### src/rtl/fsize_buffer_read_arbiter.sv
// ----------------------------------------------------------------------------
// fsize_buffer_read_arbiter
//
// Shares the single read port of an FSIZE-wide buffer RAM among NUM_REQ
// requesters with round-robin arbitration. The single write stream passes
// through to the RAM write port after one register stage. Each issued read
// carries its requester ID down a tag pipeline that matches the RAM read
// latency, so the response comes back with a one-hot per-requester valid.
// A read that would hit a write still in flight is held back.
//
// Ports:
//   clk        clock
//   rst        asynchronous active-high reset
//   req_valid  [NUM_REQ]          read request per requester
//   req_addr   [NUM_REQ*ADDR_W]   read address, slice i belongs to requester i
//   req_ready  [NUM_REQ]          one-hot grant (combinational)
//   wr_en      write request, always accepted
//   wr_addr    [ADDR_W]           write address
//   wr_data    [FSIZE]            write data
//   ram_raddr  [ADDR_W]           RAM read address (registered)
//   ram_waddr  [ADDR_W]           RAM write address (registered)
//   ram_wdata  [FSIZE]            RAM write data (registered)
//   ram_wren   RAM write enable (registered)
//   ram_rdata  [FSIZE]            RAM read data
//   rsp_valid  [NUM_REQ]          one-hot response strobe
//   rsp_data   [FSIZE]            response data (RAM read data)
// ----------------------------------------------------------------------------
module fsize_buffer_read_arbiter #(
  parameter int NUM_REQ             = 4,
  parameter int DEPTH               = 512,
  parameter int ADDR_W              = $clog2(DEPTH),
  parameter int FSIZE               = 16,
  parameter int BUFFER_READ_LATENCY = 2,
  parameter int READ_LATENCY        = BUFFER_READ_LATENCY
) (
  input  logic                      clk,
  input  logic                      rst,
  input  logic [NUM_REQ-1:0]        req_valid,
  input  logic [NUM_REQ*ADDR_W-1:0] req_addr,
  output logic [NUM_REQ-1:0]        req_ready,
  input  logic                      wr_en,
  input  logic [ADDR_W-1:0]         wr_addr,
  input  logic [FSIZE-1:0]          wr_data,
  output logic [ADDR_W-1:0]         ram_raddr,
  output logic [ADDR_W-1:0]         ram_waddr,
  output logic [FSIZE-1:0]          ram_wdata,
  output logic                      ram_wren,
  input  logic [FSIZE-1:0]          ram_rdata,
  output logic [NUM_REQ-1:0]        rsp_valid,
  output logic [FSIZE-1:0]          rsp_data
);

  localparam int ID_W = (NUM_REQ > 1) ? $clog2(NUM_REQ) : 1;

  logic [ID_W-1:0]    ptr;
  logic [NUM_REQ-1:0] eligible;
  logic               grant_any;
  logic [ID_W-1:0]    grant_id;
  logic [ADDR_W-1:0]  grant_addr;

  // Tag stages 0..READ_LATENCY-1; rsp_valid itself acts as the final stage,
  // so an accept shows up on rsp_valid 1+READ_LATENCY cycles later.
  logic               tag_valid [0:READ_LATENCY-1];
  logic [ID_W-1:0]    tag_id    [0:READ_LATENCY-1];

  // A requester is blocked while its address matches a write that has not
  // yet reached the RAM: either the one arriving now or the one registered.
  always_comb begin
    eligible = '0;
    for (int i = 0; i < NUM_REQ; i++) begin
      eligible[i] = req_valid[i]
                 && !(wr_en    && (req_addr[i*ADDR_W +: ADDR_W] == wr_addr))
                 && !(ram_wren && (req_addr[i*ADDR_W +: ADDR_W] == ram_waddr));
    end
  end

  // Round-robin search starting at ptr, wrapping around.
  always_comb begin
    int idx;
    idx       = 0;
    grant_any = 1'b0;
    grant_id  = '0;
    for (int k = 0; k < NUM_REQ; k++) begin
      idx = int'(ptr) + k;
      if (idx >= NUM_REQ) idx = idx - NUM_REQ;
      if (!grant_any && eligible[idx]) begin
        grant_any = 1'b1;
        grant_id  = ID_W'(idx);
      end
    end
    // Nothing may be granted while reset is held.
    if (rst) grant_any = 1'b0;
  end

  assign req_ready  = grant_any ? (NUM_REQ'(1) << grant_id) : '0;
  assign grant_addr = req_addr[grant_id*ADDR_W +: ADDR_W];
  assign rsp_data   = (|rsp_valid) ? ram_rdata : '0;

  always_ff @(posedge clk or posedge rst) begin
    if (rst) begin
      ptr       <= '0;
      ram_raddr <= '0;
      ram_waddr <= '0;
      ram_wdata <= '0;
      ram_wren  <= 1'b0;
      rsp_valid <= '0;
      for (int s = 0; s < READ_LATENCY; s++) begin
        tag_valid[s] <= 1'b0;
        tag_id[s]    <= '0;
      end
    end else begin
      ram_wren  <= wr_en;
      ram_waddr <= wr_addr;
      ram_wdata <= wr_data;

      if (grant_any) begin
        ram_raddr <= grant_addr;
        ptr       <= (grant_id == ID_W'(NUM_REQ - 1)) ? '0 : ID_W'(grant_id + 1'b1);
      end

      tag_valid[0] <= grant_any;
      tag_id[0]    <= grant_id;
      for (int s = 1; s < READ_LATENCY; s++) begin
        tag_valid[s] <= tag_valid[s-1];
        tag_id[s]    <= tag_id[s-1];
      end

      rsp_valid <= tag_valid[READ_LATENCY-1]
                 ? (NUM_REQ'(1) << tag_id[READ_LATENCY-1]) : '0;
    end
  end

endmodule

### config.mk
export PLATFORM = sky130hd
export DESIGN_NAME = fsize_buffer_read_arbiter
export DESIGN_NICKNAME = d
export VERILOG_FILES = /design/src/rtl/fsize_buffer_read_arbiter.sv
export SDC_FILE = /design/constraint.sdc
export NUM_CORES = 1
export LEC_CHECK = 0
export BUFFER_PORTS_ARGS = -buffer_cell sky130_fd_sc_hd__buf_2
export CORE_ASPECT_RATIO = 0.5
export CORE_UTILIZATION = 42
export CTS_BUF_LIST = sky130_fd_sc_hd__clkbuf_8
export CTS_CLUSTER_DIAMETER = 40
export CTS_CLUSTER_SIZE = 24
export DETAILED_ROUTE_END_ITERATION = 10
export MAX_ROUTING_LAYER = met4
export PLACE_DENSITY = 0.89
export SYNTH_ARGS = -nofsm -noshare
export SYNTH_HDL_FRONTEND = slang
export SYNTH_SLANG_ARGS = --single-unit
### constraint.sdc
create_clock -name clk -period 2.16 [get_ports clk]
set_clock_uncertainty 0.1 [all_clocks]
set_input_delay 0.216 -clock clk [delete_from_list [all_inputs] [get_ports clk]]
set_output_delay 0.216 -clock clk [all_outputs]
set_load 0.02 [all_outputs]
==> reports/metrics.yaml, run 1 <==
status: "finished with violations"
violations: "setup timing"
preCtsSetupSlack_ns: -0.401
crit_family: "compound AO/OA/AOI/OAI gates"
drive_gt1_share_pct: 54.7
fp.dieH_um: 59.1
postRouteWirelength_um: 10100
crit_slowest_cell: "dfrtp_2"
grt_max_degree: 49
drc: 0
required_ns: 1.84
grt_pass1_wl_um: 13600
clock_latency_ns: 0.32
synth_area_per_cell_um2: 11.2
hold_path_class: "in -> async"
dpl_cell_area_mm2: 0.00377
async_flop_share_pct: 100
worst_pin_slew_ns: 0.620
crit_start: "ram_waddr[5]"
clock-root-buffer: "clkbuf_8"
total_leakage_power_nw: 2.17
ys_warn_count: 0
clkPwrFrac_pct: 17.0
max_slew_margin_pct: 58.7
slew_violations: 0
io_pins: 143
power.total_mw: 3.52
r2r_cells: 11
grt.busiest_layer: "met2"
layout_commonest_cell: "buf_2"
final_cell_mix: "buf_2, xnor2_1, buf_4"
dp_cells: 497
cap_viol_max_count: 0
syn_area_mm2: 0.00274
path_max_fanout: 5
cts_tree: "built"
dr.pass1.iters: 5
post-route-period-util_pct: 131
htreeDepth: 2
grt_pass1_vias: 2773
clk_pin_slew_ns: 0.10
dr.first_iter.drc_count: 230
clockBufferDepth: 2
final_util_pct: 74.0
postSynthRegisterBits: 47
final_nets: 551
final_cells: 552
r2r-end: "ram_raddr[7]"
grt_use_met1_pct: 30.7
clkSinkCount: 47
via_count: 2911
nFillCells: 441
syn2layout_area_growth_pct: 67.1
rsz0062_at_grt: "true"
rr_startpoint: "ram_waddr[2]"
antenna_found_initial: 0
viasPerCell: 5.27
pwr-share-comb_pct: 50.6
vdd_drop_max_uv: 345
setup_violations: 16
seq_power_share_pct: 32.4
synth_edf_count: 0
finalHoldViolCount: 0
netlist_instances: 245
fin_area_mm2: 0.00457
crit_buf_inv: 2
slowest_delay_ns: 0.49
yosysTopAreaCell: "dfrtp_1"
wl_per_cell_um: 18.2
dpl.hpwl_um: 6350
synth_nets: 333
p_sw_share_pct: 39.9
gr-total-overflow: 0
r2r_setup_slack_ns: -0.51
power_density_mw_per_mm2: 770
port_buffers: 142
gp_congestion: 0.926
cts_buffers: 5
fmax_mhz: 352
period_needed_ns: 2.84
cp.arrival_ns: 2.52
synth_ff_type: "dfrtp_1"
core_mm2: 0.00618
fin_ws_ns: -0.678
initial_core_util_pct: 44.3
critPathLaunchType: "flop"
grtUsageMet2_pct: 51.0
ys_seq_area_share_pct: 43.0
multi_input_area_mm2: 0.00171
worstSetupEndpointType: "primary output"
die_x_um: 116
met3_usage_pct: 6.75
ant_nets: 0
switchingPower_mw: 1.41
ys_types: 35
insertedDiodeCount: 0
crit_end: "req_ready[0]"
rows: 20
grt_use_total_pct: 28.5
path_cells: "xnor2_2 > nand4_1 > o31ai_2 > a41oi_2 > o21ai_1 > and3_4 > inv_4 > ha_4 > and2_4 > buf_6"
yosysTopAreaCellShare_pct: 43.0
regArea_mm2: 0.00119
worstSetupPathType: "reg -> out"
path_depth: 10
synth_area_leaders: "dfrtp_1, xnor2_1, xor2_1"
p_int_mw: 2.11
die_area_mm2: 0.00686
[area by class of cell]
cell class | instances | area share, %
well taps | 88 | 2.41
repair buffers | 217 | 31.4
flip-flops and latches | 47 | 26.0
clock buffers | 6 | 1.81
multi-input cells | 187 | 37.4
clock inverters | 2 | 0.356
inverters | 5 | 0.602
[metal layers]
layer  part of all wire, %  routed length, um
met5                     0                  0
met4                   4.4                442
met3                   8.8                882
met2                    49               4980
met1                    37               3760
[Yosys cell counts (2+ instances only)]
library cell,instances
o21ai_1,2
nand4_1,13
nor2b_1,16
and2_1,4
nor3_1,6
mux2i_1,18
nor4_2,2
and3_1,2
nand2_1,16
xnor2_1,48
inv_2,3
dfrtp_1,47
inv_1,2
o31ai_2,2
o31ai_1,2
nor4_1,5
nor2_1,2
buf_6,4
ha_1,4
xor2_1,24
o221ai_1,9
[kinds of logic after synthesis]
logic type,Yosys count,synth area share [%]
XOR/XNOR,72,23.0
AND/OR/NAND/NOR,70,14.9
flip-flops,47,43.0
AO/OA/AOI/OAI,21,6.95
multiplexers,19,7.00
buffers and inverters,12,3.29
adder cells (fa/ha/maj),4,1.83
[registers in the layout (all words and copies together), names as in the netlist]
name       cells
tag_id         4
rsp_valid      4
tag_valid      2
ram_wdata     16
ram_raddr      9
ram_waddr      9
ram_wren       1
ptr            2
[through the flow]
| stage | hold slack [ns] | TNS, ns |
|---|---|---|
| final | 0.0420 | -7.70 |
| after global routing | 0.0817 | -9.07 |
| after CTS | 0.0726 | -6.97 |
| after detailed placement | 0.225 | -5.01 |
| after global placement | 0.224 | -4.93 |
| after floorplan | 0.147 | -0.682 |
[worst register-to-register path, stage by stage, from the launching register on]
cell	delay, ns
dfrtp_2	0.49
xor2_1	0.22
nor4_2	0.33
nand4_1	0.15
nand3_2	0.16
nand2_1	0.13
o211ai_4	0.17
buf_6	0.15
buf_8	0.12
buf_12	0.14
mux2i_4	0.25
o221ai_2	0.13
[worst min path at each step]
stage	startpoint	endpoint	slack, ns	cells after the start
after floorplan	wr_data[0]	ram_wdata[0]	0.15	0
after global placement	wr_data[2]	ram_wdata[2]	0.22	1
after detailed placement	wr_data[6]	ram_wdata[6]	0.23	1
after CTS	rst	ram_wdata[15]	0.07	3
after global routing	wr_en	ram_wren	0.08	2
final	rst	ram_wdata[15]	0.04	3
[what timing repair did]
action,4_1_cts,5_1_grt
resized for setup,44,15
setup buffers,20,6
pin swaps,21,3
endpoints found under the setup margin,15,17
gates cloned,2,1
hold buffers,24,0
hold endpoints to repair,24,0
[power groups by stage]
stage	Clock [mW]	Combinational (mW)	Sequential (mW)
2_1_floorplan	0	0.758	1.25
3_3_place_gp	0	1.36	1.14
3_5_place_dp	0	1.37	1.14
4_1_cts	0.590	1.69	1.13
5_1_grt	0.636	1.90	1.16
6_report	0.599	1.78	1.14
No activity file was read; power rests on OpenSTA's default activity.
==> inputs of run 2 (changes only) <==
--- a/constraint.sdc
+++ b/constraint.sdc
@@ -3,3 +3,3 @@
 set_input_delay 0.216 -clock clk [delete_from_list [all_inputs] [get_ports clk]]
 set_output_delay 0.216 -clock clk [all_outputs]
-set_load 0.02 [all_outputs]
+set_load 0.1 [all_outputs]
==> reports/metrics.yaml, run 2 (same netlist as run 1, synthesis figures left out) <==
max_slew_margin_pct: 66.0  # was 58.7%
status: "finished with violations"  # unchanged
htreeDepth: 2  # unchanged
hold_slack_ns: 0.0139  # was 0.0420 ns
clock_latency_ns: 0.32  # about the same
fmax_mhz: 330  # was 352 MHz
drc: 0  # unchanged
initial_core_util_pct: 44.3  # unchanged
worstSetupEndpointType: "primary output"  # unchanged
grt_pass1_wl_um: 15100  # was 13600 um
wl_per_cell_um: 21.4  # was 18.2 um
ant_nets: 0  # unchanged
total_leakage_power_nw: 2.29  # was 2.17 nW
finalSetupTns_ns: -8.78  # was -7.70 ns
largest-register: "ram_wdata"  # unchanged
violations: "setup timing"  # unchanged
fin_ws_ns: -0.875  # was -0.678 ns
grt_max_degree: 31  # was 49
rows: 20  # unchanged
hold_path_class: "in -> reg"  # was in -> async
vdd_drop_max_uv: 494  # was 345 uV
core_mm2: 0.00618  # unchanged
fp.dieH_um: 59.1  # unchanged
path_max_fanout: 5  # unchanged
viasPerCell: 5.53  # was 5.27
worstSetupPathType: "reg -> out"  # unchanged
period_needed_ns: 3.03  # was 2.84 ns
gp_congestion: 0.950  # was 0.926
worst_pin_slew_ns: 0.514  # was 0.620 ns
die_x_um: 116  # unchanged
required_ns: 1.84  # about the same
top_regs: "ram_wdata x16, ram_raddr x9, ram_waddr x9"  # unchanged
finalHoldViolCount: 0  # unchanged
grt_pass1_vias: 2935  # was 2773
critPathLaunchType: "flop"  # unchanged
clockBufferDepth: 2  # unchanged
antenna_found_initial: 2  # was 0
final_cell_mix: "buf_2, dfrtp_1, xnor2_1"  # was buf_2, xnor2_1, buf_4
rsz0062_at_grt: "true"  # unchanged
power_density_mw_per_mm2: 1030  # was 770 mW/mm^2
post-route-period-util_pct: 140  # was 131%
drive_gt1_share_pct: 64.6  # was 54.7%
syn2layout_area_growth_pct: 78.9  # was 67.1%
r2r-end: "ram_raddr[5]"  # was ram_raddr[7]
postRouteWirelength_um: 11700  # was 10100 um
cp.arrival_ns: 2.72  # was 2.52 ns
dr.pass1.iters: 5  # unchanged
setup_violations: 17  # was 16
via_count: 3024  # was 2911
r2r_cells: 13  # was 11
die_area_mm2: 0.00686  # unchanged
dr.first_iter.drc_count: 246  # was 230
dpl.hpwl_um: 6880  # was 6350 um
cts_tree: "built"  # unchanged
port_buffers: 142  # unchanged
rr_startpoint: "ram_waddr[3]"  # was ram_waddr[2]
io_pins: 143  # unchanged
r2r_setup_slack_ns: -0.50  # was -0.51 ns
grt_use_total_pct: 30.9  # was 28.5%
clk_pin_slew_ns: 0.10  # about the same
crit_end: "req_ready[0]"  # unchanged
final_nets: 544  # was 551
cap_viol_max_count: 0  # unchanged
gr-total-overflow: 0  # unchanged
clock-root-buffer: "clkbuf_8"  # unchanged
largest_reg_flops: 16  # unchanged
clkSinkCount: 47  # unchanged
layout_commonest_cell: "buf_2"  # unchanged
crit_start: "ram_waddr[4]"  # was ram_waddr[5]
slew_violations: 0  # unchanged
nFillCells: 325  # was 441
cts_buffers: 5  # unchanged
-- run 2: area by class of cell --
| type | count | area, um^2 | share of cell area, % |
|---|---|---|---|
| Clock buffer | 5 | 68.8 | 1.41 |
| Clock inverter | 3 | 46.3 | 0.946 |
| Antenna cell | 2 | 5.00 | 0.102 |
| Sequential cell | 47 | 1220 | 24.8 |
| Inverter | 5 | 33.8 | 0.690 |
| Timing Repair Buffer | 210 | 1420 | 28.9 |
| Tap cell | 88 | 110 | 2.25 |
| Multi-Input combinational cell | 187 | 2000 | 40.8 |
-- run 2: timing repair --
action,CTS,global route
pin swaps,16,20
hold endpoints to repair,40,3
gates resized for setup,21,50
hold buffers,23,3
setup endpoints to repair,15,17
cloned,1,0
setup buffers,18,5
-- run 2: per-layer routing --
metal	share of wire [%]	global-route usage, %	vias to the layer above	wire (um)
met4	6.4	13.9	0	744
li1	-	-	1280	-
met1	37	34.3	1427	4360
met2	48	54.6	232	5620
met3	8.2	6.34	85	956
met5	0	-	-	0
-- run 2: critical path: stages (launching register included) --
cell      delay (ns)
dfrtp_4         0.54
xnor2_2         0.21
nand4_1         0.16
o31ai_2         0.27
a41oi_2         0.12
o211ai_1        0.30
and3_4          0.29
inv_4           0.06
ha_4            0.15
and2_4          0.14
buf_12          0.16
-- run 2: power by group --
part           internal (mW)  switching (mW)
logic                  0.886            2.29
clock network          0.350           0.351
registers               1.03           0.124
total                   2.27            2.76
-- run 2: stage by stage --
stage	setup WS [ns]	total power [mW]	std cells	util [%]	area, um^2
after global routing	-0.964	5.18	547	79.2	4900
final	-0.875	5.03	547	79.2	4900
after floorplan	-0.382	3.37	245	-	2980
after global placement	-0.367	3.93	499	65.4	4040
after CTS	-0.678	4.78	540	74.4	4600
after detailed placement	-0.444	3.97	499	65.4	4040
-- run 2: how the worst min path moves through the flow --
stage,startpoint,end,slack [ns],cells past startpoint
after floorplan,wr_addr[0],ram_waddr[0],0.15,0
after global placement,rst,ram_raddr[3],0.21,3
after detailed placement,rst,ram_raddr[3],0.21,3
after CTS,wr_addr[4],ram_waddr[4],0.002,1
after global routing,wr_addr[3],ram_waddr[3],0.009,1
final,wr_addr[3],ram_waddr[3],0.01,1
==> inputs of run 3 (changes only) <==
- CORE_UTILIZATION: 42 -> 47
- PLACE_DENSITY: 0.89 -> 0.94
- clock period: 2.16 -> 3.06 ns (I/O delays scaled with it)
==> reports/metrics.yaml, run 3 (same netlist as run 1, synthesis figures left out) <==
status: "finished with violations"  # unchanged
violations: "setup timing"  # unchanged
power.total_mw: 3.15  # was 5.03 mW
power_density_mw_per_mm2: 767  # was 1030 mW/mm^2
port_buffers: 142  # unchanged
rsz0062_at_grt: "true"  # unchanged
initial_core_util_pct: 49.4  # was 44.3%
required_ns: 2.65  # was 1.84 ns
cts_buffers: 5  # unchanged
preCtsSetupSlack_ns: 0.310  # was -0.444 ns
final_util_pct: 74.1  # was 79.2%
worstSetupEndpointType: "primary output"  # unchanged
final_nets: 511  # was 544
clk_pin_slew_ns: 0.10  # about the same
worst_pin_slew_ns: 0.703  # was 0.514 ns
crit_slowest_cell: "dfrtp_2"  # was dfrtp_4
largest-register: "ram_wdata"  # unchanged
die_area_mm2: 0.00615  # was 0.00686 mm^2
r2r-end: "ram_raddr[8]"  # was ram_raddr[5]
total_leakage_power_nw: 1.95  # was 2.29 nW
clkSinkCount: 47  # unchanged
gp_congestion: 0.942  # was 0.950
grt_pass1_vias: 2560  # was 2935
post-route-period-util_pct: 110
via_count: 2979  # was 3024
worstHoldStart: "wr_addr[5]"  # was wr_addr[3]
r2r_setup_slack_ns: -0.02  # was -0.50 ns
grt_pass1_wl_um: 12900  # was 15100 um
grt_max_degree: 49  # was 31
fp.dieH_um: 56.0  # was 59.1 um
wl_per_cell_um: 20.9  # was 21.4 um
rr_startpoint: "ram_waddr[1]"  # was ram_waddr[3]
crit_end: "req_ready[2]"  # was req_ready[0]
antenna_found_initial: 0  # was 2
drc: 0  # unchanged
core_mm2: 0.00554  # was 0.00618 mm^2
insertedDiodeCount: 0  # was 2
max_slew_margin_pct: 52.7  # was 66.0%
fin_ws_ns: -0.314  # was -0.875 ns
io_pins: 143  # unchanged
final_cells: 497  # was 547
dr.pass1.iters: 5  # unchanged
worstSetupPathType: "reg -> out"  # unchanged
htreeDepth: 2  # unchanged
hold_slack_ns: 0.0811  # was 0.0139 ns
setup_violations: 7  # was 17
viasPerCell: 5.99  # was 5.53
gr-total-overflow: 0  # unchanged
hold_path_class: "in -> reg"  # unchanged
layout_commonest_cell: "buf_2"  # unchanged
slew_violations: 0  # unchanged
r2r_cells: 9  # was 13
dp_cells: 459  # was 499
slowest_delay_ns: 0.48  # was 0.54 ns
crit_start: "ram_waddr[1]"  # was ram_waddr[4]
cts_tree: "built"  # unchanged
clock-root-buffer: "clkbuf_8"  # unchanged
finalHoldViolCount: 0  # unchanged
largest_reg_flops: 16  # unchanged
critPathLaunchType: "flop"  # unchanged
grt_use_total_pct: 29.5  # was 30.9%
clock_latency_ns: 0.32  # about the same
ant_nets: 0  # unchanged
cap_viol_max_count: 0  # unchanged
path_max_fanout: 5  # unchanged
postRouteWirelength_um: 10400  # was 11700 um
rows: 19  # was 20
vdd_drop_max_uv: 766  # was 494 uV
dr.first_iter.drc_count: 315  # was 246
period_needed_ns: 3.37
path_cells: "xnor2_1 > nand4_1 > nor3_4 > nor3_1 > a21oi_2 > o211ai_4 > buf_4 > ha_1 > and2_2 > buf_12"  # was xnor2_2 > nand4_1 > o31ai_2 > a41oi_2 > o211ai_1 > and3_4 > inv_4 > ha_4 > and2_4 > buf_12
final_cell_mix: "buf_2, xnor2_1, dfrtp_1"  # was buf_2, dfrtp_1, xnor2_1
top_regs: "ram_wdata x16, ram_raddr x9, ram_waddr x9"  # unchanged
drive_gt1_share_pct: 50.0  # was 64.6%
fmax_mhz: 296
cp.arrival_ns: 2.97  # was 2.72 ns
dpl.hpwl_um: 6200  # was 6880 um
syn2layout_area_growth_pct: 50.0  # was 78.9%
die_x_um: 110  # was 116 um
clockBufferDepth: 2  # unchanged
-- run 3: through the flow --
| step | cell area, um^2 | TNS [ns] |
|---|---|---|
| 2_1_floorplan | 2750 | -1.43 |
| 3_3_place_gp | 3590 | 0 |
| 3_5_place_dp | 3590 | 0 |
| 4_1_cts | 3800 | 0 |
| 5_1_grt | 4110 | -1.31 |
| 6_report | 4110 | -1.18 |
-- run 3: critical path: cells and delay by family, from the launching register on --
family | cells | cell delay [ns]
XOR/XNOR | 1 | 0.42
flip-flops | 1 | 0.48
adder cells (fa/ha/maj) | 1 | 0.18
AND/OR/NAND/NOR | 4 | 0.91
AO/OA/AOI/OAI | 2 | 0.33
buffers and inverters | 2 | 0.32
-- run 3: cell type report --
cell class	instances	area, um^2
clock inverters	2	16.3
fillers	330	1430
inverters	5	21.3
flip-flops and latches	47	1190
clock buffers	6	82.6
multi-input cells	186	1630
well taps	73	91.3
repair buffers	178	1080
-- run 3: routing by layer --
metal / up-vias / global-route usage, % / wire length, um
li1: 1208 / - / -
met1: 1394 / 34.8 / 3580
met2: 283 / 46.3 / 4790
met3: 94 / 6.44 / 1210
met4: 0 / 17.5 / 835
met5: - / - / 0
-- run 3: report_power, final --
part	internal [mW]	switching (mW)	leakage (nW)
Combinational	0.452	1.48	1.35
Clock	0.185	0.227	0.0474
Sequential	0.724	0.0798	0.552
Total	1.36	1.79	1.95
-- run 3: how the worst min path moves through the flow --
stage	end	slack (ns)	depth (start not counted)
after floorplan	tag_id[0]	0.23	0
after global placement	tag_id[0]	0.23	0
after detailed placement	tag_id[0]	0.23	0
after CTS	ram_wdata[12]	0.003	1
after global routing	ram_wren	0.07	1
final	ram_waddr[5]	0.08	1
-- run 3: repair_timing --
action / CTS / global route
endpoints found under the setup margin: 4 / 4
hold buffers: 8 / 8
buffers inserted: 1 / 13
gates resized for setup: 3 / 21
endpoints found under the hold margin: 8 / 8
pin swaps: 1 / 12
